--- src/rtl/song_pkg.sv ---
// Shared definitions for the song sequencer: entry layout, FSM states and the end marker.
package song_pkg;

   localparam int unsigned PKG_SONG_W     = 2;
   localparam int unsigned PKG_OFS_W      = 5;
   localparam int unsigned PKG_NUM_VOICES = 3;

   localparam int unsigned ENT_NOTE_W = 6;
   localparam int unsigned ENT_DUR_W  = 6;
   localparam int unsigned ENT_META_W = 3;
   localparam int unsigned ENT_W      = 1 + ENT_NOTE_W + ENT_DUR_W + ENT_META_W;

   localparam int unsigned ENT_META_LSB = 0;
   localparam int unsigned ENT_DUR_LSB  = ENT_META_W;
   localparam int unsigned ENT_NOTE_LSB = ENT_META_W + ENT_DUR_W;
   localparam int unsigned ENT_WAIT_BIT = ENT_W - 1;

   typedef struct packed {
      logic                  is_wait;
      logic [ENT_NOTE_W-1:0] note;
      logic [ENT_DUR_W-1:0]  dur;
      logic [ENT_META_W-1:0] meta;
   } entry_t;

   typedef enum logic [2:0] {
      ST_IDLE,
      ST_FETCH,
      ST_LATCH,
      ST_DECODE,
      ST_WAIT,
      ST_ADV,
      ST_DONE
   } state_e;

   // A wait of zero beats terminates the song.
   localparam entry_t END_MARKER = '{is_wait: 1'b1, note: '0, dur: '0, meta: '0};

endpackage

--- src/rtl/voice_alloc.sv ---
// Lowest-index free voice picker: one-hot grant of the first clear bit in blocked_i.
module voice_alloc #(
   parameter int unsigned N = 3
) (
   input  logic [N-1:0] blocked_i,
   output logic [N-1:0] grant_o,
   output logic         valid_o
);

   always_comb begin
      grant_o = '0;
      valid_o = 1'b0;
      for (int i = 0; i < N; i++) begin
         if (!blocked_i[i] && !valid_o) begin
            grant_o[i] = 1'b1;
            valid_o    = 1'b1;
         end
      end
   end

endmodule

--- src/rtl/song_sequencer.sv ---
// Song sequencer: walks one song of a shared ROM, dispatching notes to free voices and timing waits in beats.
module song_sequencer
   import song_pkg::*;
#(
   parameter int unsigned SONG_W     = PKG_SONG_W,
   parameter int unsigned OFS_W      = PKG_OFS_W,
   parameter int unsigned NUM_VOICES = PKG_NUM_VOICES,
   parameter int unsigned NOTE_W     = ENT_NOTE_W,
   parameter int unsigned DUR_W      = ENT_DUR_W,
   parameter int unsigned META_W     = ENT_META_W
) (
   input  logic                         clk,
   input  logic                         reset,
   input  logic                         play,
   input  logic [SONG_W-1:0]            song_sel,
   input  logic                         beat,
   output logic [SONG_W+OFS_W-1:0]      rom_addr,
   input  logic [NOTE_W+DUR_W+META_W:0] rom_dout,
   input  logic [NUM_VOICES-1:0]        voice_busy,
   output logic [NUM_VOICES-1:0]        note_load,
   output logic [NOTE_W-1:0]            note_out,
   output logic [DUR_W-1:0]             dur_out,
   output logic [META_W-1:0]            meta_out,
   output logic                         song_done,
   output logic [SONG_W-1:0]            cur_song
);

   localparam int unsigned ENTRY_W = 1 + NOTE_W + DUR_W + META_W;
   localparam logic [OFS_W-1:0] LAST_OFS = '1;

   state_e                    state_q;
   logic [OFS_W-1:0]          ofs_q;
   logic [SONG_W-1:0]         song_q;
   logic [ENTRY_W-1:0]        entry_q;
   logic [DUR_W-1:0]          beat_cnt_q;
   logic                      ended_q;
   logic [SONG_W+OFS_W-1:0]   rom_addr_q;
   logic [NUM_VOICES-1:0]     note_load_q;
   logic [NOTE_W-1:0]         note_q;
   logic [DUR_W-1:0]          dur_q;
   logic [META_W-1:0]         meta_q;
   logic                      done_q;

   logic                      e_wait;
   logic [NOTE_W-1:0]         e_note;
   logic [DUR_W-1:0]          e_dur;
   logic [META_W-1:0]         e_meta;
   logic [OFS_W-1:0]          ofs_nxt;
   logic                      switch_req;
   logic [NUM_VOICES-1:0]     grant;
   logic                      grant_vld;

   assign e_wait     = entry_q[ENTRY_W-1];
   assign e_note     = entry_q[DUR_W+META_W +: NOTE_W];
   assign e_dur      = entry_q[META_W +: DUR_W];
   assign e_meta     = entry_q[0 +: META_W];
   assign ofs_nxt    = ofs_q + OFS_W'(1);
   assign switch_req = (song_sel != song_q);

   // A voice loaded last cycle may not show busy yet, so it is excluded too.
   voice_alloc #(.N(NUM_VOICES)) u_voice_alloc (
      .blocked_i (voice_busy | note_load_q),
      .grant_o   (grant),
      .valid_o   (grant_vld)
   );

   always_ff @(posedge clk) begin
      if (reset) begin
         state_q     <= ST_IDLE;
         ofs_q       <= '0;
         song_q      <= '0;
         entry_q     <= '0;
         beat_cnt_q  <= '0;
         ended_q     <= 1'b0;
         rom_addr_q  <= '0;
         note_load_q <= '0;
         note_q      <= '0;
         dur_q       <= '0;
         meta_q      <= '0;
         done_q      <= 1'b0;
      end else begin
         note_load_q <= '0;
         done_q      <= 1'b0;
         if (state_q != ST_DONE && (!play || switch_req)) begin
            ended_q <= 1'b0;
         end
         if (switch_req && state_q != ST_IDLE && state_q != ST_DONE) begin
            state_q <= ST_IDLE;
            ofs_q   <= '0;
         end else begin
            unique case (state_q)
               ST_IDLE: begin
                  if (play && !ended_q) begin
                     song_q     <= song_sel;
                     ofs_q      <= '0;
                     rom_addr_q <= {song_sel, {OFS_W{1'b0}}};
                     state_q    <= ST_FETCH;
                  end
               end
               ST_FETCH: begin
                  if (play) begin
                     state_q <= ST_LATCH;
                  end
               end
               ST_LATCH: begin
                  entry_q <= rom_dout;
                  state_q <= ST_DECODE;
               end
               ST_DECODE: begin
                  if (play) begin
                     if (!e_wait) begin
                        if (grant_vld) begin
                           note_load_q <= grant;
                           note_q      <= e_note;
                           dur_q       <= e_dur;
                           meta_q      <= e_meta;
                           state_q     <= ST_ADV;
                        end
                     end else if (e_dur == '0) begin
                        state_q <= ST_DONE;
                     end else begin
                        beat_cnt_q <= e_dur;
                        state_q    <= ST_WAIT;
                     end
                  end
               end
               ST_WAIT: begin
                  if (play && beat) begin
                     beat_cnt_q <= beat_cnt_q - DUR_W'(1);
                     if (beat_cnt_q == DUR_W'(1)) begin
                        state_q <= ST_ADV;
                     end
                  end
               end
               ST_ADV: begin
                  if (play) begin
                     if (ofs_q == LAST_OFS) begin
                        state_q <= ST_DONE;
                     end else begin
                        ofs_q      <= ofs_nxt;
                        rom_addr_q <= {song_q, ofs_nxt};
                        state_q    <= ST_FETCH;
                     end
                  end
               end
               ST_DONE: begin
                  done_q  <= 1'b1;
                  ended_q <= 1'b1;
                  state_q <= ST_IDLE;
               end
               default: state_q <= ST_IDLE;
            endcase
         end
      end
   end

   assign rom_addr  = rom_addr_q;
   assign note_load = note_load_q;
   assign note_out  = note_q;
   assign dur_out   = dur_q;
   assign meta_out  = meta_q;
   assign song_done = done_q;
   assign cur_song  = song_q;

endmodule

--- config.mk ---
export PLATFORM = sky130hd
export DESIGN_NAME = song_sequencer
export DESIGN_NICKNAME = d
export VERILOG_FILES = /design/src/rtl/song_pkg.sv /design/src/rtl/voice_alloc.sv /design/src/rtl/song_sequencer.sv
export SDC_FILE = /design/constraint.sdc
export NUM_CORES = 1
export LEC_CHECK = 0
export BUFFER_PORTS_ARGS = -buffer_cell sky130_fd_sc_hd__buf_2
export CORE_MARGIN = 10
export CORE_UTILIZATION = 50
export DETAILED_ROUTE_END_ITERATION = 10
export PLACE_DENSITY_LB_ADDON = 0.15
export SYNTH_ARGS = -nofsm -noshare
export SYNTH_HDL_FRONTEND = slang
export SYNTH_SLANG_ARGS = --single-unit
--- constraint.sdc ---
create_clock -name clk -period 2.8 [get_ports clk]
set_clock_uncertainty 0.15 [all_clocks]
set_input_delay 0.14 -clock clk [delete_from_list [all_inputs] [get_ports clk]]
set_output_delay 0.14 -clock clk [all_outputs]
set_load 0.1 [all_outputs]
=== Yosys cells after proc, flatten, opt, wreduce, memory -nomap -nowiden ===
Cells that the tools add are included.
Widths: inputs -> output; s select.

* Bits in registers: 59
* Input bits: 25
* Output and inout port bits: 28
* Logic and storage cells: 100

* Add/sub/neg operators: 2
* Eq/ne operators: 20
* Multiplexer cells: 33
* Bitwise gates (word level): 6
* Reductions and logical operators: 27

{| class="wikitable"
|+ Operators by type and width
! kind !! number
|-
| $mux 3 || 9
|-
| $mux 6 || 4
|-
| $mux 7 || 3
|-
| $ne 2x2->1 const B || 9
|-
| $pmux 3 s6 || 1
|-
| $mux 5 || 3
|-
| $pmux 7 s2 || 1
|-
| $pmux 6 s2 || 1
|-
| $pmux 5 s2 || 1
|-
| $reduce_and 5->1 || 2
|-
| $eq 3x3->1 const B || 3
|-
| $mux 1 || 9
|-
| $logic_and 1x1->1 || 7
|-
| $reduce_and 7->1 || 1
|-
| $eq 3x2->1 const B || 2
|-
| $eq 6x1->1 const B || 1
|-
| $logic_not 6->1 || 1
|-
| $ne 3x3->1 const B || 2
|-
| $reduce_and 6->1 || 1
|-
| $reduce_or 6->1 || 1
|-
| $sub 6x1->6 const B || 1
|-
| $add 5x1->5 const B || 1
|-
| $eq 5x5->1 const B || 1
|-
| $logic_not 1->1 || 5
|-
| 13 further kinds || 18
|}

=== Logic depth before layout (Yosys ltp) ===
Gate-level depths: netlist of run 1.

* Depth after elaboration: 11
* Gate-level depth with buffers: 9
* Gate-level depth less buffers: 8

=== Cells and area by module ===
From an unflattened synthesis of run 1, not the netlist that was laid out.

* Cells, all modules: 304
* Area, all modules: 2,812.7 µm²

{| class="wikitable"
|+ Modules (own cells, without submodules)
! module !! instances !! cells an instance !! area each (µm²) !! sequential area each (µm²)
|-
| song_sequencer || 1 || 300 || 2,785.2 || 1,181.1
|-
| voice_alloc || 1 || 4 || 27.5 || 0.0
|}

=== Least setup slack after synthesis of run 1 ===
Ideal clock, no wire load.

* Kind: register -> register
* Start: reg song_q[1], in the netlist cur_song[1]
* End: reg dur_q[0], in the netlist dur_out[0]
* Library setup time: 0.128 ns
* Arrival time: 2.320 ns
* Required time: 2.522 ns
* Path slack: 0.203 ns
* Stages on the path, launching flop included: 8
* Buffers on the path: 2
* Period minus slack after synthesis: 2.597 ns
* Cells stage by stage: dfxtp_1 -> xor2_2 -> o22ai_2 -> nor3b_2 -> buf_4 -> buf_6 -> mux2i_1 -> nor2_1

* Word-level cells in the longest chain between the ends: 5

{| class="wikitable"
|+ Ends and longest elaborated chain
! element !! RTL line !! source
|-
| from (decl) || song_sequencer.sv:33 || <nowiki>logic [SONG_W-1:0] song_q;</nowiki>
|-
| from (signal assigned) || song_sequencer.sv:94 || <nowiki>song_q <= song_sel;</nowiki>
|-
| $ne 2x2->1 || song_sequencer.sv:58 || <nowiki>assign switch_req = (song_sel != song_q);</nowiki>
|-
| $logic_and 1x1->1 (2 in a row) || song_sequencer.sv:87 || <nowiki>if (switch_req && state_q != ST_IDLE && state_q != ST_DONE) begin</nowiki>
|-
| $not 1->1 (no source line) || n/a ||
|-
| $reduce_and 5->1 (no source line) || n/a ||
|-
| to (signal assigned) || song_sequencer.sv:115 || <nowiki>dur_q <= e_dur;</nowiki>
|-
| to (decl) || song_sequencer.sv:40 || <nowiki>logic [DUR_W-1:0] dur_q;</nowiki>
|}

No other way between the ends.
A chain may end at the register's enable or synchronous reset.

=== Worst setup path in the final report of run 1 ===
* Start: reg state_q[0]
* End: reg beat_cnt_q[5]

* Word-level cells in the longest chain between the ends: 5
* Elaborated cells between the ends (all ways): 14
* Classes of those cells: 7 x eq/ne; 1 x mux; 1 x bitwise; 5 x reduce/logical

{| class="wikitable"
|+ Ends and longest elaborated chain
! element !! RTL line !! source
|-
| from (decl) || song_sequencer.sv:31 || <nowiki>state_e state_q;</nowiki>
|-
| from (signal assigned) || song_sequencer.sv:69 || <nowiki>state_q <= ST_IDLE;</nowiki>
|-
| from (signal assigned) || song_sequencer.sv:88 || <nowiki>state_q <= ST_IDLE;</nowiki>
|-
| from (signal assigned) || song_sequencer.sv:97 || <nowiki>state_q <= ST_FETCH;</nowiki>
|-
| branches (longest 5 deep; another with $reduce_and 6->1) || n/a ||
|-
| to (signal assigned) || song_sequencer.sv:122 || <nowiki>beat_cnt_q <= e_dur;</nowiki>
|-
| to (signal assigned) || song_sequencer.sv:129 || <nowiki>beat_cnt_q <= beat_cnt_q - DUR_W'(1);</nowiki>
|-
| to (decl) || song_sequencer.sv:35 || <nowiki>logic [DUR_W-1:0] beat_cnt_q;</nowiki>
|}

Several ways; the timed one is not identified.

==> metrics.txt, run 1 <==
Routed Antenna Nets=0; Final HPWL DP=4.12 mm; total negative slack for setup checks=0 ns; average via count per standard cell=5.16; # DRC=0; CTS resizes=0; setup repair after global routing missed its margin=false; count of final hold-check violations=0; leading cell type in the layout, fill and taps excluded=sky130_fd_sc_hd__dfxtp_1; most common flop cell mapped by yosys=sky130_fd_sc_hd__dfxtp_1; share of cells above drive strength 1=roughly 23%; headroom to the max-slew limit=40.4%; effective utilization at floorplan=52.6%; Top Family by Delay on Critical Path=compound AO/OA/AOI/OAI gates; run status=completed; max-capacitance violation count=0; CTS tree=built; Top-Level Pins=53; core box area=~0.0052 sq mm; portion of the clock cycle consumed by the worst path in the final layout=a little under nine tenths; post-CTS clock slew at the launch and capture registers of the worst setup and hold paths=roughly 0.06 ns; sink count of the clock tree=59; area added between synthesis and finish=24.7%; area of the die=~0.009 sq mm; quantity of I/O buffers inserted on ports=52; number of buffers added by the clock tree synthesis step=9; data required time at the worst endpoint=between 2 and 3 ns; DR WL/cell=approximately 14 um; post-synthesis sequential element count=59; count of flip-flops with a built-in enable after synthesis=0; async set or reset register ratio after synthesis=0%; post-layout min period=2.42 ns; std cell rows=26; setup violators final=0; clock latency of the later-clocked register in the worst-skew pair=0.33 ns; die span in y=around 94 um; Total Routing Usage GR=14.3%; Post-Synthesis Net Count=between 300 and 400; first-pass GRT wire length=approximately 10 mm; setup fix buffers added after clock tree synthesis=0; Unique masters post-synth=54; maximum number of buffers from clock root to sink=2; clock root cell=sky130_fd_sc_hd__clkbuf_8; maximum number of pins on one net before global-route repair=49; arrival time reported for the critical path endpoint=2.53 ns; mapped cell area=about 0.0028 sq mm; count of buffering cells on the critical path with inverters included=0; highest-count cells in the layout ignoring fill and taps=59 x sky130_fd_sc_hd__dfxtp_1, 56 x sky130_fd_sc_hd__nor2_1, 52 x sky130_fd_sc_hd__buf_2; number of slew-limit violations in the final report=0; total gr overflow=0; average cell area after synthesis=slightly above 9 sq um; number of diodes added for antenna fixing=0; Critical Path Fanout Max=20; die span in x=between 90 and 100 um; critical path endpoint category=flop; count of warnings emitted by yosys=0; total vias in the final route=around 2300; crit-path max cell delay=approximately 0.8 ns; cells traversed along the worst timing path=nand3b_1 -> a21oi_1 -> o41ai_2 -> o21ai_0 -> a21oi_2; Seq/Total Area, Yosys=42.9%; Pre-antenna DRT Iters=4; maximum level of the CTS H-tree=3; static power due to leakage=around 0.0015 uW; critical path's slowest cell=sky130_fd_sc_hd__o41ai_2; Min-Delay Path Class=in2reg; element type at the critical path start=flop; number of antenna violations at the first check in global routing=0; areal power density over the cells=roughly 560 mW/mm^2; Crit Path Category=reg2reg; vias in the first global route=2230; WL final=between 6 and 7 mm; maximum vdd drop=about 0.35 mV; post-synthesis cell count=296; DRC marker count from the first detailed-route iteration=about 100; final weighted congestion in routability-driven placement=around 0.85; post-route total power=between 1500 and 2000 uW; Worst Tran Pin Value=0.884 ns; highest clock rate=413 MHz; Final #Nets=roughly 400
[worst reg2reg max path, cell delays in order (launching register included)]
cell and delay [ns]:
sky130_fd_sc_hd__dfxtp_1 0.72, sky130_fd_sc_hd__nand3b_1 0.23, sky130_fd_sc_hd__a21oi_1 0.07, sky130_fd_sc_hd__o41ai_2 0.79
sky130_fd_sc_hd__o21ai_0 0.24, sky130_fd_sc_hd__a21oi_2 0.14
[worst paths after layout]
kind,to,cells after the start,start,slack (ns)
max reg2reg,beat_cnt_q[5],5,state_q[0],0.38
max,beat_cnt_q[5],5,state_q[0],0.38
min,ofs_q[2],3,reset,0.18
min reg2reg,note_load[1],1,note_load[1],0.29
[area by class of cell]
type / count / area (sq um)
clock buffer: 13 / 159
clock inverter: 2 / 35.0
fill: 451 / 1810
inverter: 8 / 30.0
multi-input combinational: 210 / 1430
sequential: 59 / 1180
tap: 70 / 87.6
timing repair buffer: 78 / 510
[power breakdown]
part | internal [uW] | total (uW) | leakage, uW | switching (uW)
Combinational | 104 | 281 | 0.000954 | 177
Sequential | 858 | 893 | 0.000476 | 35.4
Clock | 454 | 765 | 0.0000995 | 311
[stage by stage]
step	cells	hold slack, ns	setup slack (ns)	cell area (sq um)	utilization [%]
finish	440	0.177	0.381	3430	65.5
global route	440	0.211	0.160	3430	65.5
CTS	440	0.171	0.367	3430	65.5
detailed placement	403	0.176	0.413	3020	57.6
global placement	403	0.171	0.477	3020	57.6
floorplan	296	0.0668	0.203	2750	-
[what timing repair did]
action	CTS	global route
hold buffers	22	0
endpoints found under the setup margin	0	0
endpoints found under the hold margin	22	0
[registers in the layout (all words and copies together) (netlist names)]
name        cells
ofs_q           5
state_q         3
ended_q         1
meta_out        3
cur_song        2
dur_out         6
note_load       3
entry_q        16
song_done       1
note_out        6
rom_addr        7
beat_cnt_q      6
[synth_stat cells (5+ instances only)]
cell type	instances	area share (%)
sky130_fd_sc_hd__inv_1	8	1.1
sky130_fd_sc_hd__clkbuf_1	7	0.95
sky130_fd_sc_hd__dfxtp_1	59	43
sky130_fd_sc_hd__nand2_1	12	1.6
sky130_fd_sc_hd__nor2_1	56	7.6
sky130_fd_sc_hd__buf_2	5	0.91
sky130_fd_sc_hd__mux2i_1	40	15
sky130_fd_sc_hd__a21oi_1	23	4.2
sky130_fd_sc_hd__o21ai_0	6	1.1
[routing by layer]
layer	GRT usage (%)	part of all wire, %	vias up
li1	-	-	1174
met1	17.8	47	1037
met2	22.5	46	49
met3	4.00	5.2	11
met4	5.70	1.2	0
met5	0	0	-
[cells by family (layout without fill, tap and decap cells)]
group | Yosys count | after routing | share of synthesized area (%)
AND/OR/NAND/NOR | 110 | 110 | 20.9
flip-flops | 59 | 59 | 42.9
AO/OA/AOI/OAI | 51 | 51 | 12.3
multiplexers | 40 | 40 | 14.5
buffers and inverters | 27 | 101 | 5.41
XOR/XNOR | 5 | 5 | 2.14
adder cells (fa/ha/maj) | 4 | 4 | 1.82
(Power assumes the default switching activity.)
==> inputs of run 2 (changes only) <==
--- a/config.mk
+++ b/config.mk
@@ -6,8 +6,10 @@
 export NUM_CORES = 1
 export LEC_CHECK = 0
 export BUFFER_PORTS_ARGS = -buffer_cell sky130_fd_sc_hd__buf_2
+export CELL_PAD_IN_SITES_DETAIL_PLACEMENT = 1
+export CELL_PAD_IN_SITES_GLOBAL_PLACEMENT = 2
 export CORE_MARGIN = 10
-export CORE_UTILIZATION = 50
+export CORE_UTILIZATION = 33
 export DETAILED_ROUTE_END_ITERATION = 10
 export PLACE_DENSITY_LB_ADDON = 0.15
 export SYNTH_ARGS = -nofsm -noshare
==> metrics.txt, run 2 (same netlist as run 1, synthesis figures left out) <==
post-CTS clock slew at the launch and capture registers of the worst setup and hold paths=0.07 ns (about the same); highest-count cells in the layout ignoring fill and taps=59 x sky130_fd_sc_hd__dfxtp_1, 56 x sky130_fd_sc_hd__nor2_1, 52 x sky130_fd_sc_hd__buf_2; Crit Path Category=reg2reg; number of slew-limit violations in the final report=0 (unchanged); average via count per standard cell=4.86 (-5.8%); maximum number of pins on one net before global-route repair=49 (unchanged); startpoint of the worst-slack reg-to-reg timing path=state_q[1]; data required time at the worst endpoint=2.93 ns (+0.02 ns); count of final hold-check violations=0 (unchanged); std cell rows=33 (+27%); register bank with the most flops=entry_q; Routed Antenna Nets=0 (unchanged); number of antenna violations at the first check in global routing=0 (unchanged); # DRC=0 (unchanged); area of the die=0.0124 sq mm (+40%); Total Routing Usage GR=11.6% (-2.7 points); Min-Delay Path Class=in2reg; run status=completed; Top-Level Pins=53 (unchanged); element type at the critical path start=flop; maximum number of buffers from clock root to sink=2 (unchanged); core box area=0.00818 sq mm (+56%); areal power density over the cells=591 mW/mm^2 (+4.7%); WL final=7.19 mm (+19%); first-pass GRT wire length=12.0 mm (+16%); Final #Nets=398 (+0.76%); CTS tree=built; die span in y=111 um (+18%); maximum vdd drop=0.282 mV (-18%); Worst Tran Pin Value=0.916 ns (+0.0324 ns); static power due to leakage=0.00156 uW (+1.7%); instance count after placement with tap cells included=441 (+9.4%); total vias in the final route=2330 (+2.6%); area added between synthesis and finish=28.4%; portion of the clock cycle consumed by the worst path in the final layout=88.8% (+2.4 points); highest clock rate=402 MHz (-2.7%); Critical Path Fanout Max=18 (-10%); setup violators final=0 (unchanged); max-capacitance violation count=0 (unchanged); worst min-delay path startpoint=reset; DR WL/cell=15.0 um (+8.9%); clock latency of the later-clocked register in the worst-skew pair=0.34 ns (about the same); leading cell type in the layout, fill and taps excluded=sky130_fd_sc_hd__dfxtp_1; share of cells above drive strength 1=24.1% (+1.4 points); Pre-antenna DRT Iters=4 (unchanged); die span in x=111 um (+18%); flip-flop count of the largest register, all copies and words added=16 (unchanged); Worst setup startpoint=state_q[1]; clock root cell=sky130_fd_sc_hd__clkbuf_8; arrival time reported for the critical path endpoint=2.61 ns (+0.08 ns); maximum level of the CTS H-tree=3 (unchanged); post-layout min period=2.49 ns (+0.0662 ns); number of diodes added for antenna fixing=0 (unchanged); final weighted congestion in routability-driven placement=0.750 (-11%); DRC marker count from the first detailed-route iteration=60 (-41%); total gr overflow=0 (unchanged); Final HPWL DP=5.13 mm (+24%); number of buffers added by the clock tree synthesis step=9 (unchanged); quantity of I/O buffers inserted on ports=52 (unchanged); total negative slack for setup checks=0 ns (unchanged); headroom to the max-slew limit=38.2% (-2.2 points); critical path endpoint category=flop; vias in the first global route=2435 (+9.2%); number of standard cells in the layout, taps in and fillers out=479 (+8.9%); sink count of the clock tree=59 (unchanged); effective utilization at floorplan=33.7% (-19 points); setup repair after global routing missed its margin=false
==> run 2: cell types whose count changed in the layout (fill, tap and decap cells not counted) <==
cell / previous run / this run
sky130_fd_sc_hd__clkinvlp_4: 0 / 2
sky130_fd_sc_hd__nor3b_2: 0 / 1
sky130_fd_sc_hd__bufinv_16: 1 / 2
sky130_fd_sc_hd__clkinv_2: 1 / 0
sky130_fd_sc_hd__buf_4: 4 / 7
sky130_fd_sc_hd__inv_6: 0 / 1
sky130_fd_sc_hd__nor3b_4: 1 / 0
sky130_fd_sc_hd__clkbuf_1: 2 / 0
==> run 2: final timing paths <==
| check | cells past startpoint | to | slack [ns] |
|---|---|---|---|
| max | 5 | beat_cnt_q[5] | 0.31 |
| min | 3 | ofs_q[2] | 0.20 |
| max reg2reg | 5 | beat_cnt_q[5] | 0.31 |
| min reg2reg | 2 | rom_addr[2] | 0.30 |
==> run 2: through the flow <==
step / utilization, % / cell area [sq um] / hold slack, ns / worst slack [ns] / power (uW)
after detailed placement: 37.6 / 3080 / 0.180 / 0.307 / 1180
after floorplan: - / 2750 / 0.0668 / 0.203 / 1110
final: 43.2 / 3530 / 0.199 / 0.315 / 2090
after CTS: 43.2 / 3530 / 0.189 / 0.297 / 2120
after global routing: 43.2 / 3530 / 0.236 / 0.0724 / 2190
after global placement: 37.6 / 3080 / 0.178 / 0.403 / 1180
==> run 2: power by group <==
group          leakage (uW)  total (uW)  internal (uW)  switching [uW]
logic              0.000968         296            106             189
registers          0.000476         887            857            29.8
clock network      0.000112         907            552             354
total               0.00156        2090           1520             573
==> run 2: critical path, stage by stage (launching register included) <==
cell and delay (ns):
sky130_fd_sc_hd__dfxtp_1 0.71, sky130_fd_sc_hd__or3b_1 0.35, sky130_fd_sc_hd__nor3_4 0.06, sky130_fd_sc_hd__o41ai_2 0.74, sky130_fd_sc_hd__o21ai_0 0.26, sky130_fd_sc_hd__a21oi_2 0.15
==> run 2: repair_timing <==
item | in CTS | in global routing
setup buffers | 0 | 0
resized for setup | 0 | 0
hold buffers | 22 | 0
hold endpoints to repair | 22 | 0
==> run 2: routing by layer <==
layer | routed length, um | vias up | global-route usage (%)
met5 | 0 | - | 0
met4 | 125 | 0 | 5.14
met3 | 296 | 12 | 3.49
met2 | 3690 | 40 | 20.5
met1 | 3080 | 1106 | 12.5
li1 | - | 1172 | -
==> run 2: area by class of cell <==
cell class | instances | area, sq um
Timing Repair Buffer | 81 | 533
Clock inverter | 5 | 83.8
Tap cell | 105 | 131
Fill cell | 970 | 4640
Sequential cell | 59 | 1180
Clock buffer | 11 | 151
Multi-Input combinational cell | 210 | 1420
Inverter | 8 | 30.0
==> inputs of run 3 (changes only) <==
--- a/config.mk
+++ b/config.mk
@@ -11,7 +11,7 @@
 export CORE_MARGIN = 10
 export CORE_UTILIZATION = 33
 export DETAILED_ROUTE_END_ITERATION = 10
-export PLACE_DENSITY_LB_ADDON = 0.15
+export PLACE_DENSITY = 0.76
 export SYNTH_ARGS = -nofsm -noshare
 export SYNTH_HDL_FRONTEND = slang
 export SYNTH_SLANG_ARGS = --single-unit
==> metrics.txt, run 3 (same netlist as run 1, synthesis figures left out) <==
Finished Core Util=43.5% (+0.24 points); worst hold margin=0.130 ns (-0.0686 ns); sink count of the clock tree=59 (unchanged); quantity of I/O buffers inserted on ports=52 (unchanged); areal power density over the cells=595 mW/mm^2 (+0.70%); FF-to-FF path depth=6 (+1); clock root cell=sky130_fd_sc_hd__clkbuf_8; area of the die=0.0124 sq mm (unchanged); data required time at the worst endpoint=2.94 ns (about the same); element type at the critical path start=input pin; static power due to leakage=0.00157 uW (+1.0%); cells traversed along the worst timing path=dlygate4sd3_1 -> buf_2 -> xor2_2 -> o22ai_2 -> nand2b_1 -> or2_1 -> nor4_1 -> dlygate4sd3_1; post-layout min period=2.58 ns (+0.0986 ns); count of final hold-check violations=0 (unchanged); area occupied by multi-input gates=0.00143 sq mm (+0.44%); Non-Filler Cell Area, Final=0.00355 sq mm (+0.57%); die span in x=111 um (unchanged); DRC marker count from the first detailed-route iteration=48 (-20%); clock latency of the later-clocked register in the worst-skew pair=0.34 ns (about the same); cell type with the highest occurrence count on the critical path=sky130_fd_sc_hd__dlygate4sd3_1; number of antenna violations at the first check in global routing=0 (unchanged); Final HPWL DP=5.26 mm (+2.7%); Top-Level Pins=53 (unchanged); std cell rows=33 (unchanged); Crit Path Category=in2reg; setup repair after global routing missed its margin=false; maximum number of pins on one net before global-route repair=49 (unchanged); total number of cells along the worst setup path=8 (+3); final weighted congestion in routability-driven placement=0.717 (-4.4%); maximum vdd drop=0.360 mV (+27%); post-CTS clock slew at the launch and capture registers of the worst setup and hold paths=0.07 ns (about the same); Final #Nets=399 (+0.25%); flip-flop count of the largest register, all copies and words added=16 (unchanged); number of buffers added by the clock tree synthesis step=9 (unchanged); vias in the first global route=2618 (+7.5%); total vias in the final route=2383 (+2.3%); share of cells above drive strength 1=24.0% (-0.064 points); max-capacitance violation count=0 (unchanged); headroom to the max-slew limit=35.3% (-2.9 points); total negative slack for setup checks=0 ns (unchanged); highest clock rate=387 MHz (-3.8%); Worst Tran Pin Value=0.960 ns (+0.0436 ns); area added between synthesis and finish=29.1%; placed instance area=0.00308 sq mm (+0.20%); Top Family by Delay on Critical Path=buffers and inverters; average via count per standard cell=4.96 (+2.1%); core box area=0.00818 sq mm (unchanged); leading cell type in the layout, fill and taps excluded=sky130_fd_sc_hd__dfxtp_1; crit-path max cell delay=0.58 ns (-0.16 ns); count of buffering cells on the critical path with inverters included=3 (+3); maximum number of buffers from clock root to sink=2 (unchanged); critical path endpoint category=flop; arrival time reported for the critical path endpoint=2.72 ns (+0.11 ns); count of fill cells added during filler insertion=953 (-1.8%); WL final=7.60 mm (+5.7%); number of diodes added for antenna fixing=0 (unchanged); effective utilization at floorplan=33.7% (unchanged); setup violators final=0 (unchanged); die span in y=111 um (unchanged); portion of the clock cycle consumed by the worst path in the final layout=92.3% (+3.5 points); highest-count cells in the layout ignoring fill and taps=58 x sky130_fd_sc_hd__dfxtp_1, 56 x sky130_fd_sc_hd__nor2_1, 52 x sky130_fd_sc_hd__buf_2; maximum level of the CTS H-tree=3 (unchanged); # DRC=0 (unchanged); register bank with the most flops=entry_q; Critical Path Fanout Max=7 (-11); CTS tree=built; critical path's slowest cell=sky130_fd_sc_hd__dlygate4sd3_1; Min-Delay Path Class=in2reg; total area of sequential cells=0.00118 sq mm (+0.11%); number of cells on the worst hold path=3 (unchanged); first-pass GRT wire length=12.9 mm (+7.2%); Total Routing Usage GR=12.3% (+0.73 points); Pre-antenna DRT Iters=4 (unchanged); run status=completed; total gr overflow=0 (unchanged); number of slew-limit violations in the final report=0 (unchanged); DR WL/cell=15.8 um (+5.5%); Routed Antenna Nets=0 (unchanged)
[run 3: cell type report]
| type | instances | share of cell area, % |
|---|---|---|
| well taps | 105 | 3.70 |
| flip-flops and latches | 59 | 33.3 |
| multi-input cells | 210 | 40.2 |
| clock inverters | 3 | 1.94 |
| repair buffers | 82 | 15.3 |
| inverters | 8 | 0.845 |
| clock buffers | 13 | 4.75 |
[run 3: repair_timing]
| action | 4_1_cts | 5_1_grt |
|---|---|---|
| hold buffers | 23 | 0 |
| setup buffers | 0 | 0 |
| gates resized for setup | 0 | 1 |
| endpoints found under the hold margin | 22 | 0 |
| endpoints found under the setup margin | 0 | 1 |
[run 3: metal layers]
layer | global-route usage [%] | wire length, um
met5 | 0 | 0
met1 | 13.5 | 3230
met3 | 4.40 | 353
met2 | 22.2 | 3950
met4 | 2.83 | 71
[run 3: worst paths after layout]
path / from / endpoint / slack (ns)
worst max register to register: state_q[2] / note_load[1] / 0.27
worst max-delay path: song_sel[1] / note_load[1] / 0.22
worst min-delay path: reset / state_q[1] / 0.13
worst min register to register: rom_addr[0] / rom_addr[0] / 0.30
[run 3: power by group]
part	total [uW]	internal (uW)	switching, uW
Clock	923	576	347
Combinational	305	111	194
Sequential	888	858	30.1
[run 3: stage by stage]
stage                     cells  power [uW]  worst slack, ns
after floorplan             296        1110            0.203
after global placement      441        1190            0.393
after detailed placement    441        1190            0.347
after CTS                   480        2150            0.114
after global routing        480        2210           0.0614
final                       480        2120            0.216
[run 3: worst register-to-register path: cells and delay by family, from the launching register on]
kind	cells	cell delay, ns
simple gates	3	0.74
buf+inv	1	0.58
flops	1	0.55
compound gates	1	0.32
xor+xnor	1	0.13
